<file path="config.mk">
export PLATFORM = sky130hd
export DESIGN_NAME = mmio_uart_tx_flat
export DESIGN_NICKNAME = d
export VERILOG_FILES = /design/src/rtl/mmio_uart_tx_pkg.sv /design/src/rtl/mmio_uart_tx_if.sv /design/src/rtl/mmio_uart_tx_fifo.sv /design/src/rtl/mmio_uart_tx.sv /design/src/flat_wrapper.sv
export SDC_FILE = /design/constraint.sdc
export NUM_CORES = 1
export LEC_CHECK = 0
export ABC_AREA = 1
export BUFFER_PORTS_ARGS = -buffer_cell sky130_fd_sc_hd__buf_2
export CORE_MARGIN = 5
export CORE_UTILIZATION = 40
export CTS_CLUSTER_SIZE = 8
export DETAILED_ROUTE_END_ITERATION = 8
export GPL_ROUTABILITY_DRIVEN = 0
export SLEW_MARGIN = 20
export SYNTH_ARGS = -nofsm -noshare
export SYNTH_HDL_FRONTEND = slang
export SYNTH_SLANG_ARGS = --single-unit
</file>
<file path="constraint.sdc">
create_clock -name clock -period 6.8 [get_ports clock]
set_input_delay 1.36 -clock clock [delete_from_list [all_inputs] [get_ports clock]]
set_output_delay 1.36 -clock clock [all_outputs]
set_load 0.01 [all_outputs]
</file>
<file path="src/rtl/mmio_uart_tx_pkg.sv">
// mmio_uart_tx_pkg: definitions shared by the memory-mapped UART transmitter.
//   - register word offsets (mem_addr[3:2]) inside the 16-byte window
//   - STATUS register bit positions
//   - transmit FSM state encoding
package mmio_uart_tx_pkg;

  // Word offsets inside the register window
  localparam logic [1:0] OFS_TXDATA = 2'd0;
  localparam logic [1:0] OFS_STATUS = 2'd1;
  localparam logic [1:0] OFS_DIV    = 2'd2;

  // STATUS register bit positions
  localparam int unsigned ST_BUSY    = 0;
  localparam int unsigned ST_FULL    = 1;
  localparam int unsigned ST_EMPTY   = 2;
  localparam int unsigned ST_OVF     = 3;
  localparam int unsigned ST_CNT_LSB = 4;
  localparam int unsigned ST_CNT_MSB = 8;

  // Transmit FSM state encoding
  localparam logic [1:0] STATE_IDLE  = 2'd0;
  localparam logic [1:0] STATE_START = 2'd1;
  localparam logic [1:0] STATE_DATA  = 2'd2;
  localparam logic [1:0] STATE_STOP  = 2'd3;

  typedef enum logic [1:0] {
    S_IDLE  = STATE_IDLE,
    S_START = STATE_START,
    S_DATA  = STATE_DATA,
    S_STOP  = STATE_STOP
  } tx_state_e;

endpackage

</file>
<file path="src/rtl/mmio_uart_tx_if.sv">
// mmio_uart_tx_if: data-memory bus between the MEM stage (master) and a
// memory-mapped responder (slave).
//   mem_addr  : byte address            (master -> slave)
//   mem_wdata : store data              (master -> slave)
//   mem_we    : one-cycle store strobe  (master -> slave)
//   mem_rdata : load data, same cycle   (slave -> master)
//   hit       : address is in window    (slave -> master)
interface mmio_uart_tx_if;
  logic [31:0] mem_addr;
  logic [31:0] mem_wdata;
  logic        mem_we;
  logic [31:0] mem_rdata;
  logic        hit;

  modport master (output mem_addr, output mem_wdata, output mem_we,
                  input  mem_rdata, input  hit);
  modport slave  (input  mem_addr, input  mem_wdata, input  mem_we,
                  output mem_rdata, output hit);
endinterface

</file>
<file path="src/rtl/mmio_uart_tx_fifo.sv">
// sync_fifo_w8: byte-wide synchronous FIFO with show-ahead output.
//   clock, reset : clock and synchronous active-high reset (flushes pointers)
//   push, din    : write request and data; accepted when not full, or when
//                  full but popping in the same cycle
//   pop          : read request; ignored when empty
//   dout         : current head entry (valid when not empty)
//   full, empty  : occupancy flags
//   count        : number of stored entries, 0..DEPTH
module sync_fifo_w8 #(
  parameter int DEPTH = 4
) (
  input  logic                     clock,
  input  logic                     reset,
  input  logic                     push,
  input  logic                     pop,
  input  logic [7:0]               din,
  output logic [7:0]               dout,
  output logic                     full,
  output logic                     empty,
  output logic [$clog2(DEPTH):0]   count
);
  localparam int AW = $clog2(DEPTH);
  localparam logic [AW:0] PTR_ONE   = (AW+1)'(1);
  localparam logic [AW:0] CNT_DEPTH = (AW+1)'(DEPTH);

  logic [7:0]  mem_q [DEPTH];
  logic [AW:0] wr_ptr_q;
  logic [AW:0] rd_ptr_q;
  logic        do_push_s;
  logic        do_pop_s;

  // Pointers carry one extra wrap bit so full and empty are distinguishable
  assign count     = wr_ptr_q - rd_ptr_q;
  assign full      = (count == CNT_DEPTH);
  assign empty     = (count == '0);
  assign do_pop_s  = pop && !empty;
  // A full FIFO can still take a byte when the head leaves in the same cycle
  assign do_push_s = push && (!full || do_pop_s);
  assign dout      = mem_q[rd_ptr_q[AW-1:0]];

  // Storage array; contents need no reset because the pointers qualify them
  always_ff @(posedge clock) begin
    if (do_push_s) begin
      mem_q[wr_ptr_q[AW-1:0]] <= din;
    end
  end

  // Read/write pointer update with synchronous flush
  always_ff @(posedge clock) begin
    if (reset) begin
      wr_ptr_q <= '0;
      rd_ptr_q <= '0;
    end else begin
      if (do_push_s) begin
        wr_ptr_q <= wr_ptr_q + PTR_ONE;
      end
      if (do_pop_s) begin
        rd_ptr_q <= rd_ptr_q + PTR_ONE;
      end
    end
  end

endmodule

</file>
<file path="src/rtl/mmio_uart_tx.sv">
// mmio_uart_tx: memory-mapped 8N1 serial transmitter on the data-memory bus.
//   clock, reset : clock and synchronous active-high reset
//   bus          : slave side of the MEM-stage bus (addr/wdata/we in,
//                  combinational rdata/hit out)
//   txd          : registered serial line, idle high
//   tx_busy      : FSM active or bytes still queued
// Register window (word offset mem_addr[3:2]):
//   0 TXDATA (write pushes byte), 1 STATUS, 2 DIV, 3 reserved.
module mmio_uart_tx
  import mmio_uart_tx_pkg::*;
#(
  parameter logic [31:0] BASE_ADDR  = 32'h0000_00C0,
  parameter int          FIFO_DEPTH = 4,
  parameter logic [15:0] DIV_RESET  = 16'd433
) (
  input  logic             clock,
  input  logic             reset,
  mmio_uart_tx_if.slave    bus,
  output logic             txd,
  output logic             tx_busy
);
  localparam int CW = $clog2(FIFO_DEPTH) + 1;

  tx_state_e   state_q, state_d;
  logic [7:0]  shift_q, shift_d;
  logic [15:0] div_cur_q, div_cur_d;
  logic [2:0]  bit_cnt_q, bit_cnt_d;
  logic [15:0] baud_q, baud_d;
  logic        txd_q, txd_d;
  logic [15:0] div_q, div_d;
  logic        ovf_q, ovf_d;

  logic [1:0]    ofs_s;
  logic          wr_s;
  logic          push_s;
  logic          pop_s;
  logic          bit_end_s;
  logic [7:0]    fifo_dout_s;
  logic          fifo_full_s;
  logic          fifo_empty_s;
  logic [CW-1:0] fifo_count_s;
  logic [31:0]   status_s;
  logic [31:0]   rdata_s;
  logic          unused_s;

  assign bus.hit   = (bus.mem_addr[31:4] == BASE_ADDR[31:4]);
  assign ofs_s     = bus.mem_addr[3:2];
  assign wr_s      = bus.mem_we && bus.hit;
  assign push_s    = wr_s && (ofs_s == OFS_TXDATA);
  assign bit_end_s = (baud_q == div_cur_q);
  assign tx_busy   = (state_q != S_IDLE) || !fifo_empty_s;
  assign txd       = txd_q;
  assign unused_s  = ^{bus.mem_addr[1:0], bus.mem_wdata[31:16]};

  sync_fifo_w8 #(.DEPTH(FIFO_DEPTH)) u_fifo (
    .clock (clock),
    .reset (reset),
    .push  (push_s),
    .pop   (pop_s),
    .din   (bus.mem_wdata[7:0]),
    .dout  (fifo_dout_s),
    .full  (fifo_full_s),
    .empty (fifo_empty_s),
    .count (fifo_count_s)
  );

  // STATUS word assembly and combinational load-data mux
  always_comb begin
    status_s                        = 32'd0;
    status_s[ST_BUSY]               = tx_busy;
    status_s[ST_FULL]               = fifo_full_s;
    status_s[ST_EMPTY]              = fifo_empty_s;
    status_s[ST_OVF]                = ovf_q;
    status_s[ST_CNT_MSB:ST_CNT_LSB] = 5'(fifo_count_s);
    rdata_s                         = 32'd0;
    if (bus.hit) begin
      case (ofs_s)
        OFS_STATUS: rdata_s = status_s;
        OFS_DIV:    rdata_s = {16'd0, div_q};
        default:    rdata_s = 32'd0;
      endcase
    end else begin
      rdata_s = 32'd0;
    end
  end
  assign bus.mem_rdata = rdata_s;

  // Divisor and sticky overflow next-state
  always_comb begin
    div_d = div_q;
    ovf_d = ovf_q;
    if (wr_s && (ofs_s == OFS_DIV)) begin
      div_d = bus.mem_wdata[15:0];
    end else begin
      div_d = div_q;
    end
    // Dropped byte: full FIFO and the FSM is not popping this cycle
    if (push_s && fifo_full_s && !pop_s) begin
      ovf_d = 1'b1;
    end else if (wr_s && (ofs_s == OFS_STATUS) && bus.mem_wdata[ST_OVF]) begin
      ovf_d = 1'b0;
    end else begin
      ovf_d = ovf_q;
    end
  end

  // Transmit FSM next-state, frame datapath and registered txd value
  always_comb begin
    state_d   = state_q;
    shift_d   = shift_q;
    div_cur_d = div_cur_q;
    bit_cnt_d = bit_cnt_q;
    baud_d    = baud_q;
    pop_s     = 1'b0;
    case (state_q)
      S_IDLE: begin
        if (!fifo_empty_s) begin
          pop_s     = 1'b1;
          shift_d   = fifo_dout_s;
          div_cur_d = div_q;
          bit_cnt_d = 3'd0;
          baud_d    = 16'd0;
          state_d   = S_START;
        end else begin
          state_d   = S_IDLE;
        end
      end
      S_START: begin
        if (bit_end_s) begin
          baud_d  = 16'd0;
          state_d = S_DATA;
        end else begin
          baud_d  = baud_q + 16'd1;
        end
      end
      S_DATA: begin
        if (bit_end_s) begin
          baud_d    = 16'd0;
          shift_d   = {1'b0, shift_q[7:1]};
          bit_cnt_d = bit_cnt_q + 3'd1;
          if (bit_cnt_q == 3'd7) begin
            state_d = S_STOP;
          end else begin
            state_d = S_DATA;
          end
        end else begin
          baud_d    = baud_q + 16'd1;
        end
      end
      S_STOP: begin
        if (bit_end_s) begin
          baud_d = 16'd0;
          // Chain straight into the next frame when more bytes are queued
          if (!fifo_empty_s) begin
            pop_s     = 1'b1;
            shift_d   = fifo_dout_s;
            div_cur_d = div_q;
            bit_cnt_d = 3'd0;
            state_d   = S_START;
          end else begin
            state_d   = S_IDLE;
          end
        end else begin
          baud_d = baud_q + 16'd1;
        end
      end
      default: begin
        state_d = S_IDLE;
      end
    endcase
    // txd follows the state being entered so the line changes on the same edge
    case (state_d)
      S_START: txd_d = 1'b0;
      S_DATA:  txd_d = shift_d[0];
      default: txd_d = 1'b1;
    endcase
  end

  // State and datapath registers with synchronous reset
  always_ff @(posedge clock) begin
    if (reset) begin
      state_q   <= S_IDLE;
      shift_q   <= 8'd0;
      div_cur_q <= 16'd0;
      bit_cnt_q <= 3'd0;
      baud_q    <= 16'd0;
      txd_q     <= 1'b1;
      div_q     <= DIV_RESET;
      ovf_q     <= 1'b0;
    end else begin
      state_q   <= state_d;
      shift_q   <= shift_d;
      div_cur_q <= div_cur_d;
      bit_cnt_q <= bit_cnt_d;
      baud_q    <= baud_d;
      txd_q     <= txd_d;
      div_q     <= div_d;
      ovf_q     <= ovf_d;
    end
  end

endmodule

</file>
<file path="src/flat_wrapper.sv">
// flat-port wrapper written by rule: the top's interface ports become plain ports
module mmio_uart_tx_flat import mmio_uart_tx_pkg::*;
#(
  parameter logic [31:0] BASE_ADDR  = 32'h0000_00C0,
  parameter int          FIFO_DEPTH = 4,
  parameter logic [15:0] DIV_RESET  = 16'd433
)
  (clock, reset, txd, tx_busy, bus_mem_addr, bus_mem_wdata, bus_mem_we, bus_mem_rdata, bus_hit);
  mmio_uart_tx_if bus_i ();
  input  logic clock;
  input  logic reset;
  output logic txd;
  output logic tx_busy;
  input wire logic [$bits(bus_i.mem_addr)-1:0] bus_mem_addr;
  input wire logic [$bits(bus_i.mem_wdata)-1:0] bus_mem_wdata;
  input wire logic [$bits(bus_i.mem_we)-1:0] bus_mem_we;
  output wire logic [$bits(bus_i.mem_rdata)-1:0] bus_mem_rdata;
  output wire logic [$bits(bus_i.hit)-1:0] bus_hit;
  assign bus_i.mem_addr = bus_mem_addr;
  assign bus_i.mem_wdata = bus_mem_wdata;
  assign bus_i.mem_we = bus_mem_we;
  assign bus_mem_rdata = bus_i.mem_rdata;
  assign bus_hit = bus_i.hit;
  mmio_uart_tx #(.BASE_ADDR(BASE_ADDR), .FIFO_DEPTH(FIFO_DEPTH), .DIV_RESET(DIV_RESET)) u_core (.clock(clock), .reset(reset), .bus(bus_i), .txd(txd), .tx_busy(tx_busy));
endmodule
</file>
**Yosys cells after proc, flatten, opt, wreduce, memory -nomap -nowiden**

Memory sizes are Yosys's and may differ from the RTL's. A register that Yosys moved wholly into a read port is not among the register bits.
Index checks and enable logic that the tools add are counted.

- $add $sub $neg: 5
- Eq/ne operators: 14
- Muxes and demuxes: 32
- Reduce and logical (&&, ||, !) cells: 24

Operators with widths:

| kind | count |
|---|---|
| one-hot mux 16 bit (2 select lines) | 3 |
| two-way mux 16 bit | 5 |
| equality test 28 x 4 -> 1 bit (second input constant) | 1 |
| two-way mux 8 bit | 3 |
| one-hot mux 8 bit (3 select lines) | 1 |
| adder 16 x 1 -> 16 bit (second input constant) | 1 |
| equality test 16 bit | 1 |
| two-way mux 2 bit | 5 |
| adder 3 x 1 -> 3 bit (second input constant) | 3 |
| logical AND 1 bit | 9 |
| two-way mux 3 bit | 3 |
| one-hot mux 3 bit (3 select lines) | 1 |
| equality test 2 bit (second input constant) | 4 |
| two-way mux 1 bit | 8 |
| one-hot mux 2 bit (4 select lines) | 1 |
| equality test 2 x 1 -> 1 bit (second input constant) | 3 |
| equality test 3 bit (second input constant) | 2 |
| nonzero test 2 bit | 3 |
| zero test 2 bit | 2 |
| != test 2 x 1 -> 1 bit (second input constant) | 2 |
| one-hot mux 1 bit (2 select lines) | 2 |
| zero test 1 bit | 3 |
| zero test 3 bit | 1 |
| AND reduction 3 bit | 1 |
| other kinds (6) | 7 |

- Register bits: 69
- Bits in writable memories: 32
- Output and inout port bits: 35
- Word-level logic and storage cells: 87
- Memories kept: 1

Memory list:

| memory | depth | width | read ports | clocked after memory_dff | wr ports | RTL line | RTL |
|---|---|---|---|---|---|---|---|
| u_core.u_fifo.mem_q | 4 | 8 | 1 | 1 | 1 | mmio_uart_tx_fifo.sv:26 | `logic [7:0] mem_q [DEPTH];` |

**Logic depth before layout (Yosys ltp)**

- Depth in word-level cells: 10
- Mapped depth: 17
- Gate-level depth less buffers: 17

**Hierarchy**

A second synthesis with hierarchy kept.

- Cells, all modules: 725
- Area total of the unflattened synthesis: 5467.7 µm²

By module, submodules not included:

| module | times used | cells an instance | area each (µm²) |
|---|---|---|---|
| mmio_uart_tx | 1 | 575 | 3738.6 |
| sync_fifo_w8 | 1 | 150 | 1729.2 |

**Worst setup path after synthesis**

No wires, ideal clock.

- Path type: input -> output
- Start point: input bus_mem_addr[11]
- End point: output bus_mem_rdata[0]
- Arrival time: 2552 ps
- Slack: 2888 ps
- Stages: 8
- Path buffers: 1
- Path through: nor2_1 > nand2_1 > nor4_1 > nand2_1 > clkbuf_1 > inv_1 > nand2_1 > a21oi_1

- Word-level cells in the longest chain between the ends: 2

RTL lines:

| what | RTL line | RTL |
|---|---|---|
| start, declared | flat_wrapper.sv:14 | `input wire logic [$bits(bus_i.mem_addr)-1:0] bus_mem_addr;` |
| equality test 28 x 4 -> 1 bit | mmio_uart_tx.sv:46 | `assign bus.hit = (bus.mem_addr[31:4] == BASE_ADDR[31:4]);` |
| net bus_hit | flat_wrapper.sv:18 | `output wire logic [$bits(bus_i.hit)-1:0] bus_hit;` |
| two-way mux 16 bit | mmio_uart_tx.sv:76 | `if (bus.hit) begin` |
| end, declared | flat_wrapper.sv:17 | `output wire logic [$bits(bus_i.mem_rdata)-1:0] bus_mem_rdata;` |

The timed path passes the listed nets, and every way through them passes these cells.

**Worst setup path after layout**

- Start point: register u_core.u_fifo.wr_ptr_q[0]
- End point: output bus_mem_rdata[0]

- Word-level cells in the longest chain between the ends: 6

RTL lines:

| what | RTL line | RTL |
|---|---|---|
| start, declared | mmio_uart_tx_fifo.sv:27 | `logic [AW:0] wr_ptr_q;` |
| start signal, assigned | mmio_uart_tx_fifo.sv:55 | `wr_ptr_q <= wr_ptr_q + PTR_ONE;` |
| subtractor 3 bit | mmio_uart_tx_fifo.sv:33 | `assign count = wr_ptr_q - rd_ptr_q;` |
| zero test 3 bit | mmio_uart_tx_fifo.sv:35 | `assign empty = (count == '0);` |
| zero test 1 bit | mmio_uart_tx.sv:51 | `assign tx_busy = (state_q != S_IDLE) \|\| !fifo_empty_s;` |
| logical OR 1 bit | mmio_uart_tx.sv:51 |  |
| one-hot mux 16 bit (2 select lines) | mmio_uart_tx.sv:77 | `case (ofs_s)` |
| two-way mux 16 bit | mmio_uart_tx.sv:76 |  |

No other way between the ends.

==> results.ini <==
[worst_setup_path]
worstPathCellList = inv_1, ha_1, fa_1, nand2_1, inv_1, nand3_2, nor2_2, inv_2, nand2_1, a21oi_1, buf_2
reg2reg_slack_ns = 3.58
critPathRequiredTime_ns = 5.44
cp_max_fo = 16
timing.rr.start = u_core.u_fifo.wr_ptr_q[0]
rr_endpoint = u_core.u_fifo.mem_q[0][6]
start_kind = flip-flop
crit_type = flip-flop to primary output
cp.arrival_ns = 3.29
cpPeakStageDelay_ns = 0.61
r2r_cells = 12
cpMaxStageDelayCell = nor2_2
critPathCaptureType = primary output

[sta]
finalCritPeriodShare_pct = 68.4
maxSlewViolCount = 0
slew-limit-headroom_pct = 41.0
setup_tns_ns = 0
fin_worst_skew_ns = 0.00538
max_freq_mhz = 215
fin_crit_ns = 4.65
setup_ws_ns = 2.15
worst_pin_slew_ns = 0.883
final-setup-viol-count = 0
hold_viol_final = 0
rsz0062_at_grt = false

[power]
power-per-cell-area_nw_per_um2 = 203
cellLeakagePower_uw = 0.00254
peakVddDrop_v = 0.000116

[layout]
antenna_cells = 0
final_nets = 860
stdcell_count = 955
layout_common_cells = nand2_1 (180), nor2_1 (78), dfxtp_1 (71)
drive_gt1_share_pct = 14.8
fin_area_um2 = 6110
area_delta_synth_final_pct = 13.4
layout.cells.most_common = nand2_1
final_core_util_pct = 46.1

[job]
cap_violations = 0

[clocking]
post-cts-setup-buffers = 0
cts.repair.resized = 0
cts_root_buf = clkbuf_16
cts_tree = built
cts_buffers = 9
cts_hold_buf = 0
htree_levels = 3
insertion_delay_ns = 0.35
clkSlewWorstSetupHoldPaths_ns = 0.07
cts_buffer_depth = 2
cts_sinks = 103

[hold_path]
hp-start = u_core.div_cur_q[11]
min_path_type = flip-flop to flip-flop
holdPathEnd = u_core.div_cur_q[11]
worstHoldPathCells = 2

[drt]
remaining_drc_errors = 0
drt.antenna.violating_nets = 0
drt_iter0_drc = 231
num_vias = 4700
dr.pass1.iters = 5
routed_wl_um = 13200
wl_per_cell_um = 13.8
viasPerCell = 4.92

[yosys]
synth-main-ff-cell = dfxtp_1
ys_warn_count = 0
synth.avg_cell_area_um2 = 7.52
synth_edf_count = 32
seq_area_frac_synth_pct = 44.2
ys_seq_elements = 103
synthCells = 716
synthArstFlopShare_pct = 0
ys_types = 40
netlist_area_um2 = 5390

[global_route]
antenna_found_initial = 0
grt_usage_pct = 16.7
grt_pass1_vias = 4545
grt_max_degree = 38
gr-total-overflow = 0
grt_pass1_wl_um = 21800

[place]
postPlaceCellArea_um2 = 5790
port_buffers = 67
placed_cells = 939
dp_hpwl_um = 9810
pre_cts_ws_ns = 2.40

[die]
start_util_pct = 40.7
row_count = 42
die_h_um = 126
dieArea_um2 = 15900
coreArea_um2 = 13200
die_w_um = 126
io_pins = 102

[status]
status = finished clean

==> routing by layer <==
| metal | global-route usage, % | wire [µm] | vias up |
|---|---|---|---|
| li1 | - | - | 2422 |
| met1 | 21.5 | 6180 | 2142 |
| met2 | 28.1 | 6130 | 124 |
| met3 | 3.90 | 730 | 12 |
| met4 | 4.92 | 155 | 0 |
| met5 | 0 | 0 | - |
==> where the power goes <==
group	internal, µW	switching, µW
Combinational	15.4	29.8
Clock	326	236
Sequential	632	0.00197
==> how the worst max path moves through the flow <==
stage / endpoint / slack, ns / startpoint / depth (start not counted)
3_5_place_dp: bus_mem_rdata[6] / 2.40 / bus_mem_addr[11] / 9
5_1_grt: bus_mem_rdata[0] / 1.94 / u_core.u_fifo.wr_ptr_q[0] / 11
6_report: bus_mem_rdata[0] / 2.15 / u_core.u_fifo.wr_ptr_q[0] / 11
2_1_floorplan: bus_mem_rdata[0] / 2.89 / bus_mem_addr[11] / 8
4_1_cts: bus_mem_rdata[0] / 2.09 / u_core.u_fifo.wr_ptr_q[0] / 11
3_3_place_gp: bus_mem_rdata[6] / 2.45 / bus_mem_addr[11] / 9
==> flip-flops by register name, indices dropped and copies added (netlist names), named ones only <==
name / cells
u_core.u_fifo.mem_q: 32
u_core.u_fifo.rd_ptr_q: 3
u_core.div_q: 16
u_core.baud_q: 16
u_core.u_fifo.wr_ptr_q: 3
u_core.bit_cnt_q: 3
u_core.state_q: 2
u_core.ovf_q: 1
u_core.txd: 1
u_core.shift_q: 8
u_core.div_cur_q: 16
==> cell families after synthesis <==
| kind of cell | Yosys count | synth area share [%] |
|---|---|---|
| adders and majority gates | 19 | 4.55 |
| other | 1 | 0.0696 |
| buffers and inverters | 120 | 9.94 |
| and+or+nand+nor | 334 | 26.6 |
| AOI/OAI and AO/OA | 135 | 13.9 |
| xor gates and xnor gates | 4 | 0.650 |
| DFF | 103 | 44.2 |
==> final cells by class <==
type / count / area, µm²
sequential: 103 / 2380
clock buffer: 10 / 229
multi-input combinational: 508 / 2520
tap: 176 / 220
fill: 1339 / 7130
timing repair buffer: 68 / 343
inverter: 84 / 317
clock inverter: 6 / 93.8
==> synth_stat cells (2+ instances only) <==
| library cell | number | area share, % |
|---|---|---|
| nand2_1 | 180 | 13 |
| nor2_1 | 78 | 5.4 |
| dfxtp_1 | 71 | 26 |
| inv_1 | 69 | 4.8 |
| a21oi_1 | 64 | 5.9 |
| o21ai_0 | 50 | 4.6 |
| edfxtp_1 | 32 | 18 |
| nand3_1 | 30 | 2.8 |
| ha_1 | 18 | 4.2 |
| buf_4 | 17 | 2.4 |
| clkbuf_1 | 13 | 0.91 |
| nor3_1 | 13 | 1.2 |
| inv_2 | 12 | 0.84 |
| nor4_1 | 12 | 1.4 |
| a32o_1 | 5 | 0.93 |
| nand2_2 | 5 | 0.58 |
| o21ai_1 | 5 | 0.46 |
| buf_2 | 4 | 0.37 |
| xor2_1 | 4 | 0.65 |
| a211oi_1 | 3 | 0.42 |
| nand4_1 | 3 | 0.35 |
| nor2_4 | 3 | 0.63 |
| buf_6 | 2 | 0.42 |
| clkinv_1 | 2 | 0.14 |
| nand2_4 | 2 | 0.42 |
| nand3_2 | 2 | 0.37 |
| nor2_2 | 2 | 0.23 |
| nor3_2 | 2 | 0.37 |
| nor3b_1 | 2 | 0.28 |
==> stage by stage <==
stage | hold WS, ns | total power, µW
final | 0.471 | 1240
after global routing | 0.486 | 1280
after CTS | 0.472 | 1250
after detailed placement | 0.460 | 691
after global placement | 0.457 | 690
after floorplan | 0.442 | 673
==> worst max-delay path: cells and delay by family, from the launching register on <==
family                   cells  cell delay (ns)
AND/OR/NAND/NOR              4             1.10
flip-flops                   1             0.38
adder cells (fa/ha/maj)      2             0.74
AO/OA/AOI/OAI                1             0.07
buffers and inverters        4             0.64
No activity file was read; power rests on OpenSTA's default activity.
